### src/rtl/core_pkg.sv
// Shared core types: data width, register-file geometry and write-back source encoding.
package core_pkg;
  localparam int XLEN        = 32;
  localparam int NREGS       = 32;
  localparam int REG_INDEX_W = $clog2(NREGS);

  typedef logic [XLEN-1:0]        word_t;
  typedef logic [REG_INDEX_W-1:0] reg_index_t;

  // Identifies which producer won the last write-back transfer.
  typedef enum logic {
    SRC_ALU = 1'b0,
    SRC_MEM = 1'b1
  } wb_src_t;
endpackage

### src/rtl/wb_scoreboard.sv
// Pending-write scoreboard: one bit per architectural register (x0 never pending),
// busy lookups for decode and sticky protocol-error detection.
module wb_scoreboard
  import core_pkg::*;
(
  input  logic       clk,
  input  logic       rst,
  input  logic       reserve_valid,
  input  reg_index_t reserve_index,
  input  reg_index_t rs1_index,
  input  reg_index_t rs2_index,
  input  logic       clear_valid,
  input  reg_index_t clear_index,
  input  logic       accept_valid,
  input  reg_index_t accept_index,
  output logic       rs1_busy,
  output logic       rs2_busy,
  output logic       rd_busy,
  output logic       error
);

  logic [NREGS-1:0] pending;
  logic [NREGS-1:0] pending_next;
  logic             reserve_err;
  logic             accept_err;

  function automatic logic lookup(input logic [NREGS-1:0] p, input reg_index_t idx);
    return (idx != '0) && p[idx];
  endfunction

  assign rs1_busy = lookup(pending, rs1_index);
  assign rs2_busy = lookup(pending, rs2_index);
  assign rd_busy  = lookup(pending, reserve_index);

  assign reserve_err = reserve_valid && lookup(pending, reserve_index);
  assign accept_err  = accept_valid && (accept_index != '0) && !pending[accept_index];

  // Clear first, then set: a reserve only sets when the old bit was clear, so the
  // two can only overlap for an unreserved write, where the new reservation must win.
  always_comb begin
    pending_next = pending;
    if (clear_valid) begin
      pending_next[clear_index] = 1'b0;
    end
    if (reserve_valid && (reserve_index != '0) && !pending[reserve_index]) begin
      pending_next[reserve_index] = 1'b1;
    end
    pending_next[0] = 1'b0;
  end

  always_ff @(posedge clk) begin
    if (rst) begin
      pending <= '0;
      error   <= 1'b0;
    end else begin
      pending <= pending_next;
      if (reserve_err || accept_err) begin
        error <= 1'b1;
      end
    end
  end

endmodule

### src/rtl/writeback_unit.sv
// Write-back stage: round-robin arbitration between ALU and load results, one
// registered register-file write per cycle, and a pending-write scoreboard for decode.
module writeback_unit
  import core_pkg::*;
(
  input  logic       clk,
  input  logic       rst,
  input  logic       i_reserve_valid,
  input  reg_index_t i_reserve_index,
  input  reg_index_t i_rs1_index,
  input  reg_index_t i_rs2_index,
  output logic       o_rs1_busy,
  output logic       o_rs2_busy,
  output logic       o_rd_busy,
  input  logic       i_alu_valid,
  input  reg_index_t i_alu_index,
  input  word_t      i_alu_data,
  output logic       o_alu_ready,
  input  logic       i_mem_valid,
  input  reg_index_t i_mem_index,
  input  word_t      i_mem_data,
  output logic       o_mem_ready,
  output logic       o_write_enable,
  output reg_index_t o_write_index,
  output word_t      o_write_data,
  output logic       o_error
);

  // Handshake: a result transfers at a rising edge where valid && ready; the
  // producer holds valid/index/data stable until then. Ready depends only on
  // both valids and last_grant, since the register file never backpressures.
  wb_src_t    last_grant;
  logic       accept_valid;
  reg_index_t accept_index;
  word_t      accept_data;

  always_comb begin
    o_mem_ready = !rst && i_mem_valid && (!i_alu_valid || (last_grant == SRC_ALU));
    o_alu_ready = !rst && i_alu_valid && (!i_mem_valid || (last_grant == SRC_MEM));
  end

  assign accept_valid = o_alu_ready || o_mem_ready;
  assign accept_index = o_mem_ready ? i_mem_index : i_alu_index;
  assign accept_data  = o_mem_ready ? i_mem_data  : i_alu_data;

  always_ff @(posedge clk) begin
    if (rst) begin
      o_write_enable <= 1'b0;
      o_write_index  <= '0;
      o_write_data   <= '0;
      last_grant     <= SRC_ALU;
    end else begin
      // x0 results are consumed but never reach the register file.
      o_write_enable <= accept_valid && (accept_index != '0);
      if (accept_valid) begin
        o_write_index <= accept_index;
        o_write_data  <= accept_data;
        last_grant    <= o_mem_ready ? SRC_MEM : SRC_ALU;
      end
    end
  end

  wb_scoreboard u_scoreboard (
    .clk           (clk),
    .rst           (rst),
    .reserve_valid (i_reserve_valid),
    .reserve_index (i_reserve_index),
    .rs1_index     (i_rs1_index),
    .rs2_index     (i_rs2_index),
    .clear_valid   (o_write_enable),
    .clear_index   (o_write_index),
    .accept_valid  (accept_valid),
    .accept_index  (accept_index),
    .rs1_busy      (o_rs1_busy),
    .rs2_busy      (o_rs2_busy),
    .rd_busy       (o_rd_busy),
    .error         (o_error)
  );

endmodule

### config.mk
export PLATFORM = sky130hd
export DESIGN_NAME = writeback_unit
export DESIGN_NICKNAME = d
export VERILOG_FILES = /design/src/rtl/core_pkg.sv /design/src/rtl/wb_scoreboard.sv /design/src/rtl/writeback_unit.sv
export SDC_FILE = /design/constraint.sdc
export NUM_CORES = 1
export LEC_CHECK = 0
export BUFFER_PORTS_ARGS = -buffer_cell sky130_fd_sc_hd__buf_2
export CAP_MARGIN = 0
export CORE_ASPECT_RATIO = 0.8
export CORE_MARGIN = 1.5
export CORE_UTILIZATION = 30
export DETAILED_ROUTE_END_ITERATION = 8
export PLACE_DENSITY = 0.57
export SLEW_MARGIN = 20
export SYNTH_ARGS = -nofsm -noshare
export SYNTH_HDL_FRONTEND = slang
export SYNTH_SLANG_ARGS = --single-unit
### constraint.sdc
create_clock -name clk -period 8.2 [get_ports clk]
set_input_delay 1.64 -clock clk [delete_from_list [all_inputs] [get_ports clk]]
set_output_delay 1.64 -clock clk [all_outputs]
set_load 0.02 [all_outputs]
==> impl_metrics.yaml <==
placed_design:
  place_hpwl_mm: 10.4
  portBuffers: 137
  place.gp.congestion: 0.879
power_and_ir_drop:
  leakage_nw: 2.16
  power-per-cell-area_mw_per_mm2: 182
  totalPowerFinal_w: 0.000970
  swShare_pct: 26.7
  intPower_w: 0.000712
  combPwrFrac_pct: 17.1
  clkPwrFrac_pct: 43.7
  vdd_drop_max_mv: 0.134
  switchingPower_w: 0.000259
  seqPwrFrac_pct: 39.1
worst_setup_path:
  slowest_delay_ns: 0.55
  critPathTopFamily: "multiplexers"
  cp_cell_sequence: "buf_2, mux4_2, mux4_2, mux2_2, buf_2"
  path_buf_inv: 2
  path_class: "in2out"
  cpMaxStageDelayCell: "mux4_2"
  critPathRequiredTime_ns: 6.56
  cp-end-kind: "output port"
  cp_max_fo: 9
  cp.arrival_ns: 3.37
  start_kind: "primary input"
synthesis:
  synthArstFlopShare_pct: 0
  yosysTopAreaCellShare_pct: 33.6
  synth.area.top_cells: "dfxtp_1, mux4_2, o21ai_0"
  synth_flop_cell: "dfxtp_1"
  synth_seq_cells: 71
  synth_warnings: 0
  seq_area_frac_synth_pct: 33.6
  syn_area_mm2: 0.00423
  netlist_instances: 483
  avgSynthCellArea_um2: 8.75
  ys_types: 52
  synth_top_cell_by_area: "dfxtp_1"
  synth_edf_count: 0
  synth.net_count: 577
route:
  wl_per_cell_um: 18.3
  drc: 0
  vias: 4314
  ant_nets: 0
  first_iter_violations: 369
  drt_pass1_iterations: 5
  wl_mm: 14.4
  vias_per_cell: 5.50
global_route:
  grt_pass1_vias: 4116
  grt_usage_pct: 19.6
  antenna_found_initial: 0
  grt_pass1_wl_mm: 22.2
  grt_start_max_net_pins: 77
  overflow: 0
final_layout:
  fin_nets: 693
  antenna_cells: 0
  syn2layout_area_growth_pct: 26.4
  final_common_cell: "buf_2"
  final_cell_mix: "buf_2, dfxtp_1, o21ai_0, nor2_1, nand2_1"
  fillers: 1376
  post_route_cells_drive_above_1_share_pct: 32.5
floorplanning:
  die-area_mm2: 0.0148
  die_x_um: 136
  coreArea_mm2: 0.0136
  die_h_um: 109
  ios: 138
  rows: 38
  initial_utilization_pct: 31.0
sta:
  max_freq_mhz: 200
  finalCritPeriodShare_pct: 61.1
  finalSetupTns_ns: 0
  hold_viol: 0
  skew_ns: 0.00639
  slew_violations: 0
  finalCriticalPeriod_ns: 5.01
  setup_viol: 0
  slew_headroom_pct: 29.9
  rsz0062_at_grt: "no"
  worst_pin_slew_ns: 1.05
clock_tree:
  cts_hold_buf: 0
  clkTransAtPathRegs_ns: 0.06
  root_buffer: "clkbuf_16"
  postCtsSetupBuffers: 0
  clock_latency_ns: 0.33
  clock_sinks: 71
  cts_max_path_buffers: 2
  numCtsBuffers: 9
  ctsHtreeMaxLevel: 3
  post_cts_resize_count: 0
  cts_tree: "yes"
status:
  status: "complete, no violations"
flow_run:
  maxCapViolations: 0
min_path:
  hold_class: "reg2reg"
cell families (layout without fill, tap and decap cells):
kind of cell / count (synthesis) / in the layout / share of synthesized area (%)
buffers and inverters: 43 / 164 / 4.32
DFF: 71 / 71 / 33.6
AOI/OAI and AO/OA: 121 / 121 / 17.9
and+or+nand+nor: 202 / 202 / 24.9
muxes: 46 / 46 / 19.3
tightest hold or removal path: stages (launching register included):
cell,delay (ns)
dfxtp_1,0.33
nand2b_1,0.07
a21oi_1,0.05
final timing paths:
kind | start | to | slack [ns] | cells after the start
max | i_rs2_index[0] | o_rs2_busy | 3.19 | 5
min | last_grant | last_grant | 0.50 | 2
max reg2reg | last_grant | u_scoreboard.error | 5.18 | 8
min reg2reg | last_grant | last_grant | 0.50 | 2
sequential cells by signal, indices dropped and copies added, names as in the netlist:
signal	flops
last_grant	1
o_write_index	5
u_scoreboard.pending	31
o_write_data	32
u_scoreboard.error	1
o_write_enable	1
power groups by stage:
| stage | logic, W | registers, W | clock network (W) |
|---|---|---|---|
| CTS | 0.000165 | 0.000379 | 0.000433 |
| global route | 0.000180 | 0.000381 | 0.000447 |
| detailed placement | 0.000165 | 0.000387 | 0 |
| floorplan | 0.0000863 | 0.000400 | 0 |
| global placement | 0.000162 | 0.000386 | 0 |
| finish | 0.000166 | 0.000380 | 0.000425 |
area by class of cell:
cell class                 count  area [um2]  area share [%]
clock buffer                  13         260            4.87
clock inverter                 3        65.1            1.22
inverter                       7        26.3           0.492
multi-input combinational    369        2630            49.1
sequential                    71        1420            26.6
tap                          180         225            4.22
timing repair buffer         141         719            13.5
per-layer routing:
metal	up-vias	wire length (um)	GRT usage [%]
met5	-	0	0
met4	0	207	5.30
met3	14	1060	4.83
met2	166	6480	31.0
met1	2098	6630	26.5
li1	2036	-	-
through the flow:
| step | hold WS (ns) | instance area, um2 | instances | setup slack (ns) | utilization (%) |
|---|---|---|---|---|---|
| floorplan | 0.466 | 4230 | 483 | 3.17 | - |
| global placement | 0.476 | 5010 | 767 | 2.97 | 36.7 |
| detailed placement | 0.487 | 5020 | 768 | 3.10 | 36.8 |
| CTS | 0.495 | 5340 | 784 | 3.19 | 39.2 |
| global route | 0.526 | 5340 | 784 | 3.13 | 39.2 |
| finish | 0.495 | 5340 | 784 | 3.19 | 39.2 |
cell usage after synthesis (4+ instances only):
cell      count
a211oi_1     12
a21oi_1       7
and3_1        4
clkbuf_1     31
dfxtp_1      71
inv_1         7
mux2_2        8
mux2i_1      11
mux4_2       25
nand2_1      36
nand2b_1     13
nand3_1       4
nand3b_1     16
nor2_1       47
nor2b_1      20
nor3_1       34
nor3b_1       5
o21ai_0      46
o22ai_1      33
or2_2         4
or3_1         5
No activity file was read; power rests on OpenSTA's default activity.
